## src/rtl/pipe_pkg.sv

```systemverilog
// Shared types for the elastic pipeline stage register.
package pipe_pkg;

  localparam int unsigned PIPE_DATA_W = 160;
  localparam int unsigned PIPE_CTRL_W = 32;
  localparam int unsigned PIPE_RD_W   = 5;
  localparam int unsigned PIPE_CNT_W  = 16;

  // Occupancy-encoded FSM states: the encoding doubles as the held-entry count.
  typedef enum logic [1:0] {
    EMPTY = 2'd0,
    ONE   = 2'd1,
    TWO   = 2'd2
  } pipe_state_t;

  // One held entry: opaque payload, control word and writeback destination.
  typedef struct packed {
    logic [PIPE_DATA_W-1:0] data;
    logic [PIPE_CTRL_W-1:0] ctrl;
    logic [PIPE_RD_W-1:0]   rd;
    logic                   we;
  } pipe_slot_t;

endpackage

```

## src/rtl/pipe_slot.sv

```systemverilog
// Load/clear register holding one pipeline entry.
module pipe_slot
  import pipe_pkg::*;
(
  input  logic       clk,
  input  logic       rst,
  input  logic       load,
  input  logic       clr,
  input  pipe_slot_t d,
  output pipe_slot_t q
);

  // Reset wipes every field; clear kills only the side-effecting fields so the
  // payload stays observable while the slot is empty.
  always_ff @(posedge clk) begin
    if (rst) begin
      q <= '0;
    end else if (clr) begin
      q.ctrl <= '0;
      q.we   <= 1'b0;
    end else if (load) begin
      q <= d;
    end
  end

endmodule

```

## src/rtl/pipe_stage_buf.sv

```systemverilog
// Elastic stage register with a 2-entry skid buffer, flush, occupancy,
// saturating stall counter and writeback-forwarding outputs.
module pipe_stage_buf
  import pipe_pkg::*;
#(
  parameter int unsigned DATA_W = PIPE_DATA_W,
  parameter int unsigned CTRL_W = PIPE_CTRL_W,
  parameter int unsigned CNT_W  = PIPE_CNT_W
) (
  input  logic              clk,
  input  logic              rst,
  input  logic              flush,
  input  logic              in_valid,
  output logic              in_ready,
  input  logic [DATA_W-1:0] in_data,
  input  logic [CTRL_W-1:0] in_ctrl,
  input  logic [4:0]        in_rd,
  input  logic              in_we,
  output logic              out_valid,
  input  logic              out_ready,
  output logic [DATA_W-1:0] out_data,
  output logic [CTRL_W-1:0] out_ctrl,
  output logic [4:0]        fwd_rd,
  output logic              fwd_we,
  output logic [1:0]        occupancy,
  output logic [CNT_W-1:0]  stall_cnt
);

  localparam logic [CNT_W-1:0] CNT_MAX = '1;

  pipe_state_t state;
  pipe_state_t next_state;

  pipe_slot_t in_slot;
  pipe_slot_t main_d;
  pipe_slot_t main_q;
  pipe_slot_t skid_q;

  logic main_load;
  logic skid_load;
  logic main_from_skid;
  logic in_fire;
  logic out_fire;

  // Handshake decode; in_ready depends on registered state only.
  always_comb begin
    in_ready  = (state != TWO);
    out_valid = (state != EMPTY);
    in_fire   = in_valid & in_ready;
    out_fire  = out_valid & out_ready;
  end

  // Pack the incoming entry.
  always_comb begin
    in_slot      = '0;
    in_slot.data = in_data;
    in_slot.ctrl = in_ctrl;
    in_slot.rd   = in_rd;
    in_slot.we   = in_we;
  end

  // Next-state and slot-load decisions; flush overrides every handshake.
  always_comb begin
    next_state     = state;
    main_load      = 1'b0;
    skid_load      = 1'b0;
    main_from_skid = 1'b0;
    case (state)
      EMPTY: begin
        if (in_fire) begin
          main_load  = 1'b1;
          next_state = ONE;
        end
      end
      ONE: begin
        if (in_fire && out_fire) begin
          main_load = 1'b1;
        end else if (in_fire) begin
          skid_load  = 1'b1;
          next_state = TWO;
        end else if (out_fire) begin
          next_state = EMPTY;
        end
      end
      TWO: begin
        if (out_fire) begin
          main_load      = 1'b1;
          main_from_skid = 1'b1;
          next_state     = ONE;
        end
      end
      default: next_state = EMPTY;
    endcase
    if (flush) begin
      next_state = EMPTY;
      main_load  = 1'b0;
      skid_load  = 1'b0;
    end
  end

  // Main slot is refilled either from the input or by promoting the skid entry.
  always_comb begin
    main_d = main_from_skid ? skid_q : in_slot;
  end

  // State register.
  always_ff @(posedge clk) begin
    if (rst) begin
      state <= EMPTY;
    end else begin
      state <= next_state;
    end
  end

  // Saturating count of cycles where the head is blocked; flush leaves it alone.
  always_ff @(posedge clk) begin
    if (rst) begin
      stall_cnt <= '0;
    end else if (out_valid && !out_ready && (stall_cnt != CNT_MAX)) begin
      stall_cnt <= stall_cnt + CNT_W'(1);
    end
  end

  pipe_slot u_main (
    .clk  (clk),
    .rst  (rst),
    .load (main_load),
    .clr  (flush),
    .d    (main_d),
    .q    (main_q)
  );

  pipe_slot u_skid (
    .clk  (clk),
    .rst  (rst),
    .load (skid_load),
    .clr  (flush),
    .d    (in_slot),
    .q    (skid_q)
  );

  // Head presentation; forwarding write-enable is gated by a valid head.
  always_comb begin
    out_data  = main_q.data;
    out_ctrl  = main_q.ctrl;
    fwd_rd    = main_q.rd;
    fwd_we    = out_valid & main_q.we;
    occupancy = 2'(state);
  end

endmodule
```

## config.mk

```make
export PLATFORM = sky130hd
export DESIGN_NAME = pipe_stage_buf
export DESIGN_NICKNAME = d
export VERILOG_FILES = /design/src/rtl/pipe_pkg.sv /design/src/rtl/pipe_slot.sv /design/src/rtl/pipe_stage_buf.sv
export SDC_FILE = /design/constraint.sdc
export NUM_CORES = 1
export LEC_CHECK = 0
export ABC_AREA = 1
export ABC_CLOCK_PERIOD_IN_PS = 2500
export BUFFER_PORTS_ARGS = -buffer_cell sky130_fd_sc_hd__buf_4
export CAP_MARGIN = 30
export CORE_ASPECT_RATIO = 0.5
export CORE_MARGIN = 10
export CORE_UTILIZATION = 60
export CTS_BUF_LIST = sky130_fd_sc_hd__clkbuf_4 sky130_fd_sc_hd__clkbuf_8
export DETAILED_ROUTE_END_ITERATION = 12
export GPL_TIMING_DRIVEN = 0
export PLACE_DENSITY_LB_ADDON = 0.1
export SYNTH_ARGS = -nofsm -noshare
export SYNTH_HDL_FRONTEND = slang
export SYNTH_SLANG_ARGS = --single-unit
```

## constraint.sdc

```tcl
create_clock -name clk -period 2.5 [get_ports clk]
set_clock_uncertainty 0.1 [all_clocks]
set_input_delay 0.5 -clock clk [delete_from_list [all_inputs] [get_ports clk]]
set_output_delay 0.5 -clock clk [all_outputs]
set_load 0.1 [all_outputs]
```

After elaboration in Yosys (flattened, before gate mapping)
Index checks and enable logic that the tools add are counted.

Logic and storage cells: 49. Output and inout bits: 218. Register bits: 414. Input port bits: 203.

Muxes and demuxes: 16. Bitwise logic cells: 4. Equal/unequal tests: 8. Reductions and logical operators: 10. $add $sub $neg: 1.

Operators by type and width (count): $mux 198 (1); $add 16x1->16 const B (1); $ne 16x16->1 const B (1); $mux 2 (5); $mux 1 (8); $ne 2x2->1 const B (4); $pmux 2 s3 (1); $reduce_and 2->1 (2); $reduce_and 4->1 (1); $and 1x1->1 (3); $logic_and 1x1->1 (3); $ne 3x3->1 const B (1); $pmux 1 s3 (1); $eq 2x1->1 const B (1); $eq 2x2->1 const B (1); $logic_not 2->1 (1); $reduce_bool 2->1 (1); $reduce_or 2->1 (1); $logic_not 1->1 (1); $not 1->1 (1).

Logic depth before layout (Yosys ltp)
Gate-level depths: netlist (run 1).

Word-level depth: 7. Gate-level depth with buffers: 10. Mapped depth without buffers: 10.

Modules after synthesis
Synthesis (run 1) repeated with hierarchy kept, for this count alone.

Cell total of the unflattened synthesis: 2806. Area, all modules: 20150.6 um^2.

By module, submodules not included: pipe_slot (instances 2, sequential area each 3963.8 um^2, cells an instance 1209, area each 8166.6 um^2); pipe_stage_buf (instances 1, sequential area each 360.3 um^2, cells an instance 388, area each 3817.4 um^2).

Least setup slack after synthesis (run 1)
Ideal clock, no wire load.

Path type: reg-to-output. Start: register state[1], in the netlist occupancy[1]. End: output fwd_we. Stages on the path, launching flop included: 3. Required time: 1.900 ns. Setup slack: -0.565 ns. Arrival: 2.465 ns. Buffers on the path: 0. Cells stage by stage: dfxtp_1 > nor2_4 > nor2_1.

Longest elaborated chain between the ends: 2.

Ends and longest elaborated chain: start: declaration (RTL line pipe_stage_buf.sv:31) `pipe_state_t state;`; start signal: assignment (RTL line pipe_stage_buf.sv:111) `state <= next_state;`; $reduce_bool 2->1 (RTL line pipe_stage_buf.sv:48) `out_valid = (state != EMPTY);`; $and 1x1->1 (RTL line pipe_stage_buf.sv:147) `fwd_we = out_valid & main_q.we;`; end: declaration (RTL line pipe_stage_buf.sv:24) `output logic fwd_we,`.

No other way between the ends.

Worst setup path in the final report (run 1)
Start: register state[1], in the netlist occupancy[1]. End: register u_skid.q[174] in the netlist's numbering.

Longest elaborated chain between the ends: 7. Elaborated cells on any way between the ends: 11. Classes of those cells: eq/ne (2); mux (4); bitwise (2); reduce/logical (3).

Ends and longest elaborated chain: $ne 2x2->1 / $reduce_bool 2->1 (equally long branches) (RTL line pipe_stage_buf.sv:47, pipe_stage_buf.sv:48); $and 1x1->1 (on tied branches) (RTL line pipe_stage_buf.sv:49, pipe_stage_buf.sv:50); $mux 1 / $logic_and 1x1->1 (equally long branches) (RTL line pipe_stage_buf.sv:78, pipe_stage_buf.sv:76); $mux 1 (RTL line pipe_stage_buf.sv:76) `if (in_fire && out_fire) begin`; $mux 1 (*) (RTL line pipe_stage_buf.sv:68) `case (state)`; $mux 1 (*) (RTL line pipe_stage_buf.sv:94) `if (flush) begin`; $reduce_and 2->1 (no source line) (*); end: declaration (RTL line pipe_slot.sv:10) `output pipe_slot_t q`.

Mark *: on every way between the ends. The rest lies on a longest branch, timed or not. A chain may end at the register's enable or synchronous reset.

==> results of run 1 <==
[worst reg2reg max path: stages, from the launching register on]
cell	delay, ns
dfxtp_1	0.50
inv_1	0.07
nand2_1	0.11
nor3_2	0.06
nand2_2	0.10
clkbuf_1	0.58
clkbuf_1	0.46
a21oi_1	0.15
[cells in the final DEF (no fill, tap or decap), types with 4 or more instances in the layout]
cell type  netlist  final
a21oi_1        222    222
buf_2           36     36
buf_4          203    623
buf_6           12     12
clkbuf_1       107    107
clkbuf_2        11     11
clkbuf_4         0     19
clkbuf_8         0     72
clkinv_2         0      6
dfxtp_1        414    413
diode_2          0      8
inv_1          217    217
nand2_1        276    275
nand3_1         10     10
nor2_1         404    403
o21ai_0        545    545
o21ai_1         40     40
xor2_1           4      4
[state kept, by name, indices dropped and copies added, names as in the netlist]
| register | flops |
|---|---|
| occupancy | 2 |
| stall_cnt | 16 |
| u_main.q | 198 |
| u_skid.q | 198 |
[power by group]
| part | leakage (µW) | internal [µW] | switching (µW) | total, µW |
|---|---|---|---|---|
| logic | 0.00621 | 1030 | 2410 | 3440 |
| registers | 0.00337 | 6850 | 119 | 6970 |
| clock network | 0.000643 | 2950 | 2520 | 5480 |
| total | 0.0102 | 10800 | 5050 | 15900 |
[layer usage]
layer	part of all wire	track usage	vias to the layer above
li1	-	-	8871
met1	0.38	0.2962	8163
met2	0.50	0.4784	561
met3	0.064	0.05372	145
met4	0.047	0.1288	0
met5	0	0	-
[logic make-up after synthesis]
| logic type | Yosys count |
|---|---|
| buffers and inverters | 590 |
| flip-flops | 414 |
| adder cells (fa/ha/maj) | 1 |
| AO/OA/AOI/OAI | 808 |
| XOR/XNOR | 5 |
| AND/OR/NAND/NOR | 703 |
[layout make-up]
type                    count  share of cell area
repair buffers            420              0.1364
diodes                      8           0.0008660
multi-input cells        1517              0.2956
plain buffers             371             0.09965
flip-flops and latches    414              0.3586
inverters                 219             0.03567
clock inverters             7            0.002598
well taps                 399             0.02160
clock buffers              91             0.04904
[final timing paths]
| kind | start | to | slack [ns] | depth (start not counted) |
|---|---|---|---|---|
| setup / recovery | occupancy[1] | u_skid.q[174] | 0.24 | 7 |
| hold / removal | in_data[157] | u_skid.q[195] | 0.06 | 3 |
| setup reg to reg | occupancy[1] | u_skid.q[174] | 0.24 | 7 |
| hold reg to reg | u_skid.q[124] | u_skid.q[124] | 0.35 | 2 |
[per-stage QoR]
step           worst slack (ns)  area, µm²  cells  total power [µW]
2_1_floorplan           0.05110      18250   2521              9671
3_3_place_gp           -0.01617      21900   3340             10500
3_5_place_dp           -0.03763      21900   3340             10550
4_1_cts                  0.2674      23100   3438             15960
5_1_grt                 0.07767      23120   3446             16510
6_report                 0.2360      23120   3446             15890
==> results.md, run 1 <==
- Most numerous cell in the Yosys netlist: o21ai_0
- Mux cell area share after synthesis: 0
- Max Slew Vio Count: 0
- FP Rows: 45
- Postcts setup bufs: 0
- Post-synth ARST share: 0
- Tightest Hold Check Type: primary input to flip-flop
- GRT Overall Usage: 0.2649
- Die Wd: about 270 µm
- CTS tree: yes
- Syn_nets: 2725
- Vias per cell: 5.148
- Max_cap viols: 0
- #FFs+latches synth: 414
- Hold slack final: roughly 0.064 ns
- # hold bufs at CTS: 0
- Critical path's most frequent cell: clkbuf_1
- Drc violations: 0
- Setup_tns: 0 ns
- Worst-path cell chain: inv_1 > nand2_1 > nor3_2 > nand2_2 > clkbuf_1 > clkbuf_1 > a21oi_1
- I/O pin cnt: 421
- Seq/Total Area, Yosys: 0.4544
- Outcome: completed
- Slew @ Worst Pin: ~0.80 ns
- Post-synth top cells: 545 x o21ai_0, 414 x dfxtp_1, 404 x nor2_1, 276 x nand2_1, 222 x a21oi_1
- Critical path's top delay family: buffers and inverters
- Startpoint type of the worst setup path: flip-flop
- Layout fillers: 2415
- First-pass GRT wire length: a little over 80 mm
- CTS sink count: between 400 and 500
- Core area: 30120 µm²
- CP arrival: 2.64 ns
- Peak supply drop: about 410 µV
- Yosys top cell area share: 0.4544
- Post-Synth Adder-Cell Area: 0.0006860
- Clock tree buffer depth: 3
- Layout area overhead: 26.74%
- Yosys top cell by area: dfxtp_1
- Critical path type: flip-flop to flip-flop
- Initial antenna violation count: 8
- Synthesized area per cell: 7.235 µm²
- Pwr Density: 687.3 nW/µm²
- DIE HEIGHT: 143.3 µm
- GRT overflow: 0
- EDFF count, synth: 0
- LEAKAGE: between 0.01 and 0.015 µW
- Clock Latency Late Sink: about 0.6 ns
- Root Buffer: clkbuf_8
- Max stage delay on crit path: slightly below 0.6 ns
- Yosys Warn Count: 0
- Final WL: between 50 and 60 mm
- CTS Buf Count: 56
- DIE AREA: 38200 µm²
- Largest fanout on the critical path: 10
- Final core occ: 0.7674
- Crit end category: flip-flop
- Period Utilization, post-route: 0.9056
- Worst EP required: 2.87 ns
- Mapped Area: about 18000 µm²
- Fmax achieved: 0.4417 GHz
- Post-CTS Resized: 0
- # setup viols final: 0
- Synth unique cells: 29
- Bufs and invs on worst path: 3
- Final Hold Fails: 0
- Largest net degree at the start of global routing: 14
- Final ANT Viol Nets: 0
- RSZ-0062 raised after global routing: false
- Htree depth: 2
- Slowest cell on crit path: clkbuf_1
- HPWL after DPL: 40.07 mm
- Synth Area in Simple Gates: 0.1491
- Post-Syn Instances: 2521
- Vias in the first global route: 16440
- First-pass iteration count of the detailed router: 5
- Leading post-synthesis cells by cell area: dfxtp_1 45%, o21ai_0 15%, buf_4 8.4%, nor2_1 8.3%, a21oi_1 6.1%
- Synth Area in Compound Gates: 0.2219
- Initial Util: 0.6055
- Avg WL per Cell: between 15 and 20 µm
- Xor-xnor portion of the synthesized cell area: 0.002401
- Multi-input gate area: 6833 µm²
- Min Clock Period, post-route: 2.264 ns
- DRT iter0 DRCs: 1340
- Prevailing post-synth register cell: dfxtp_1
- Routability Congestion: approximately 0.88
- Worst rel slew slack: 0.4693
- Main combinational cell family by area after synthesis: compound AO/OA/AOI/OAI gates
- Routed via count: 17740
- Sequential cell area: 8289 µm²
- CTS clk-pin slew, worst paths: approximately 0.070 ns
- Nets: ~3200
- Ratio of cells with drive above 1 in the final layout: 0.2603
- Port-buffer cells: 420
Note: power is estimated with default switching activity, not from simulation.
==> run 2, diff against run 1 <==
--- a/config.mk
+++ b/config.mk
@@ -11,11 +11,12 @@
 export CAP_MARGIN = 30
 export CORE_ASPECT_RATIO = 0.5
 export CORE_MARGIN = 10
-export CORE_UTILIZATION = 60
+export CORE_UTILIZATION = 61
 export CTS_BUF_LIST = sky130_fd_sc_hd__clkbuf_4 sky130_fd_sc_hd__clkbuf_8
 export DETAILED_ROUTE_END_ITERATION = 12
 export GPL_TIMING_DRIVEN = 0
 export PLACE_DENSITY_LB_ADDON = 0.1
 export SYNTH_ARGS = -nofsm -noshare
 export SYNTH_HDL_FRONTEND = slang
+export SYNTH_HIERARCHICAL = 1
 export SYNTH_SLANG_ARGS = --single-unit
==> run 2 against run 1 <==
Area after synthesis up 10%. First-iteration DRC count is 11% lower. Via count increased by 7.4%. Combinational power down 13%. Setup slack lost 0.0079 ns. Total power decreased by 1.4%. Synthesized cell count rose by 11%. Clock power increased by 5.8%. Core utilization up 1.6 points. Routed wire length rose by 7.5%. Highest routed layer unchanged.
==> results.md, run 2 <==
- Outcome: completed
- Fin area: 25180 µm² (+8.9%)
- Seq/Total Area, Yosys: 0.4113 (-0.04311)
- # setup viols final: 0 (unchanged)
- Avg WL per Cell: 15.32 µm (-1.9%)
- Clock tree buffer depth: 3 (unchanged)
- FP Rows: 46 (+2.2%)
- DIE AREA: 41150 µm² (+7.7%)
- Post-synth top cells: 699 x nor2_1, 511 x nand2_1, 414 x dfxtp_1, 348 x inv_1, 343 x nand3_1
- First-pass GRT wire length: 90.10 mm (+9.2%)
- WHS Path Cells: 3 (unchanged)
- Power share of the sequential group: 0.439 (about the same)
- Yosys top cell by area: dfxtp_1
- Htree depth: 2 (unchanged)
- Critical path's most frequent cell: buf_4
- Layout area overhead: 24.94%
- DRT iter0 DRCs: 1196 (-11%)
- Mux cell area share after synthesis: 0.1293 (+0.1293)
- Prevailing post-synth register cell: dfxtp_1
- I/O pin cnt: 421 (unchanged)
- Port-buffer cells: 420 (unchanged)
- Worst setup margin: 0.2281 ns (-0.007943 ns)
- Initial Util: 0.6274 (+0.02195)
- Routability Congestion: 0.8499 (-3.9%)
- Main combinational cell family by area after synthesis: simple AND/OR/NAND/NOR gates
- LEAKAGE: 0.01270 µW (+24%)
- Final ANT Viol Nets: 0 (unchanged)
- HPWL after DPL: 43.39 mm (+8.3%)
- DIE HEIGHT: 148.5 µm (+3.7%)
- Reg2Reg Depth: 11 (+4)
- RSZ-0062 raised after global routing: false
- Max Slew Vio Count: 0 (unchanged)
- CP arrival: 2.70 ns (+0.06 ns)
- Clock Latency Late Sink: 0.62 ns (about the same)
- Die Wd: 277.0 µm (+3.9%)
- Multi-input gate area: 9419 µm² (+38%)
- Slowest cell on crit path: dfxtp_4
- Synth Area in Compound Gates: 0.02124 (-0.2006)
- Leading post-synthesis cells by cell area: dfxtp_1 41%, nor2_1 13%, nand2_1 9.5%, nand3_1 8.5%, mux2_4 7.5%
- Post-place instance area: 23860 µm² (+8.9%)
- Worst-path cell chain: inv_2 > nor2_2 > clkinvlp_4 > a211oi_2 > buf_4 > inv_2 > nor2_4 > buf_4 > buf_4 > nor2_1 > nor2_1
- Biggest regs: u_main/q (198), u_skid/q (198), stall_cnt (16)
- Syn_nets: 3010 (+10%)
- Postcts setup bufs: 0 (unchanged)
- Post-synth ARST share: 0 (unchanged)
- Max stage delay on crit path: 0.38 ns (-0.20 ns)
- Critical path type: flip-flop to flip-flop
- Final Hold Fails: 0 (unchanged)
- Combinational power share: 0.191 (-0.026)
- Worst rel slew slack: 0.6600 (+0.1907)
- Xor-xnor portion of the synthesized cell area: 0.0004346 (-0.001966)
- Sw Share: 0.3063 (-0.01167)
- First-pass iteration count of the detailed router: 5 (unchanged)
- Post-Synth Adder-Cell Area: 0.0006209 (-0.00006509)
- Startpoint type of the worst setup path: flip-flop
- Synth Area in Simple Gates: 0.3154 (+0.1662)
- Synth unique cells: 28 (-3.4%)
- Worst EP required: 2.93 ns (+0.06 ns)
- CTS tree: yes
- Total power: 15660 µW (-1.4%)
- P_int: 10870 µW (+0.29%)
- CTS clk-pin slew, worst paths: 0.07 ns (about the same)
- EDFF count, synth: 0 (unchanged)
- CTS Buf Count: 57 (+1.8%)
- Clock group share of total power: 0.370 (+0.025)
- Sw Pwr: 4799 µW (-5.0%)
- Tightest Hold Check Type: primary input to flip-flop
- Synthesized area per cell: 7.181 µm² (-0.74%)
- GRT overflow: 0 (unchanged)
- Commonest non-fill, non-tap cells in the layout: 697 x nor2_1, 511 x nand2_1, 482 x buf_4, 412 x dfxtp_1, 347 x inv_1
- Ratio of cells with drive above 1 in the final layout: 0.2543 (-0.006005)
- Yosys top cell area share: 0.4113 (-0.04311)
- Vias in the first global route: 18360 (+12%)
- Peak supply drop: 418.4 µV (+0.93%)
- Initial antenna violation count: 11 (+3)
- Largest net degree at the start of global routing: 15 (+1)
- Min Clock Period, post-route: 2.272 ns (+0.007943 ns)
- Commonest non-fill, non-tap cell in the layout: nor2_1
- Nets: 3490 (+9.0%)
- Routed via count: 19060 (+7.4%)
- Root Buffer: clkbuf_8
- Max_cap viols: 0 (unchanged)
- Mapped Area: 20150 µm² (+10%)
- Layout fillers: 2444 (+1.2%)
- Slew @ Worst Pin: 0.5100 ns (-0.2861 ns)
- GRT Overall Usage: 0.2634 (-0.001511)
- Most numerous cell in the Yosys netlist: nor2_1
- Vias per cell: 5.050 (-1.9%)
- Drc violations: 0 (unchanged)
- Pre-CTS setup slack: 0.2496 ns (+0.2873 ns)
- Pwr Density: 622.2 nW/µm² (-9.5%)
- CTS sink count: 414 (unchanged)
- Yosys Warn Count: 6 (+6)
- Fmax achieved: 0.4402 GHz (-0.35%)
- Crit end category: flip-flop
- Final WL: 57.84 mm (+7.5%)
- Sequential cell area: 8293 µm² (about the same)
- #FFs+latches synth: 414 (unchanged)
- Period Utilization, post-route: 0.9088 (+0.003177)
- Largest fanout on the critical path: 10 (unchanged)
- Post-Syn Instances: 2806 (+11%)
- Setup_tns: 0 ns (unchanged)
- Core area: 32120 µm² (+6.6%)
==> run 2: changes by cell type in the layout (fill, tap and decap cells not counted), moves of 78 or more <==
cell	previous run	this run
o21ai_0	545	3
nand3_1	10	343
nor2_1	403	697
nand2_1	275	511
a21oi_1	222	81
buf_4	623	482
inv_1	217	347
mux2_4	0	100
mux2_2	0	78
==> run 2: cell type report <==
type / count / share of cell area
Multi-Input combinational cell: 1852 / 0.3741
Sequential cell: 414 / 0.3294
Timing Repair Buffer: 421 / 0.1256
Inverter: 353 / 0.05278
Clock buffer: 92 / 0.04508
Buffer: 187 / 0.04493
Tap cell: 432 / 0.02147
Clock inverter: 12 / 0.005467
Antenna cell: 11 / 0.001093
==> run 2: metal layers <==
| layer | vias to the layer above | track usage | wire, µm |
|---|---|---|---|
| met5 | - | 0 | 0 |
| met4 | 0 | 0.1298 | 2382 |
| met3 | 148 | 0.06168 | 3659 |
| met2 | 519 | 0.4764 | 29270 |
| met1 | 8807 | 0.2885 | 22530 |
| li1 | 9583 | - | - |
==> run 2: final timing paths <==
path,start,to,slack [ns]
max reg2reg,occupancy[1],u_main/q[53],0.23
max,occupancy[1],u_main/q[53],0.23
min,in_ctrl[21],u_skid/q[27],0.05
min reg2reg,u_skid/q[18],u_skid/q[18],0.36
==> run 2: timing repair <==
action	CTS	global route
hold buffers	1	0
setup endpoints to repair	0	4
gates resized for setup	0	2
hold endpoints to repair	2	0
==> run 2: metrics by stage <==
| step | hold WS, ns | instances | utilization |
|---|---|---|---|
| after floorplan | 0.3368 | 2806 | - |
| after global placement | 0.3448 | 3658 | 0.7429 |
| after detailed placement | 0.3531 | 3658 | 0.7429 |
| after CTS | 0.01379 | 3763 | 0.7829 |
| after global routing | 0.02387 | 3774 | 0.7839 |
| final | 0.04770 | 3774 | 0.7839 |
==> run 2: power groups by stage <==
stage	logic [µW]	registers (µW)	clock network (µW)
after CTS	2980	6880	5880
after floorplan	1000	8160	0
after global placement	2930	7020	0
final	2990	6880	5800
after global routing	3180	6900	6160
after detailed placement	2970	7030	0
==> run 2: worst max-delay path, delay by kind of cell (launching register included) <==
kind	cells	cell delay, ns
AO/OA/AOI/OAI	1	0.18
flip-flops	1	0.38
buffers and inverters	6	1.07
AND/OR/NAND/NOR	4	0.44
==> run 2: kinds of logic after synthesis <==
group | count (synthesis)
XOR/XNOR | 1
AO/OA/AOI/OAI | 85
multiplexers | 198
AND/OR/NAND/NOR | 1567
buffers and inverters | 540
flip-flops | 414
adder cells (fa/ha/maj) | 1
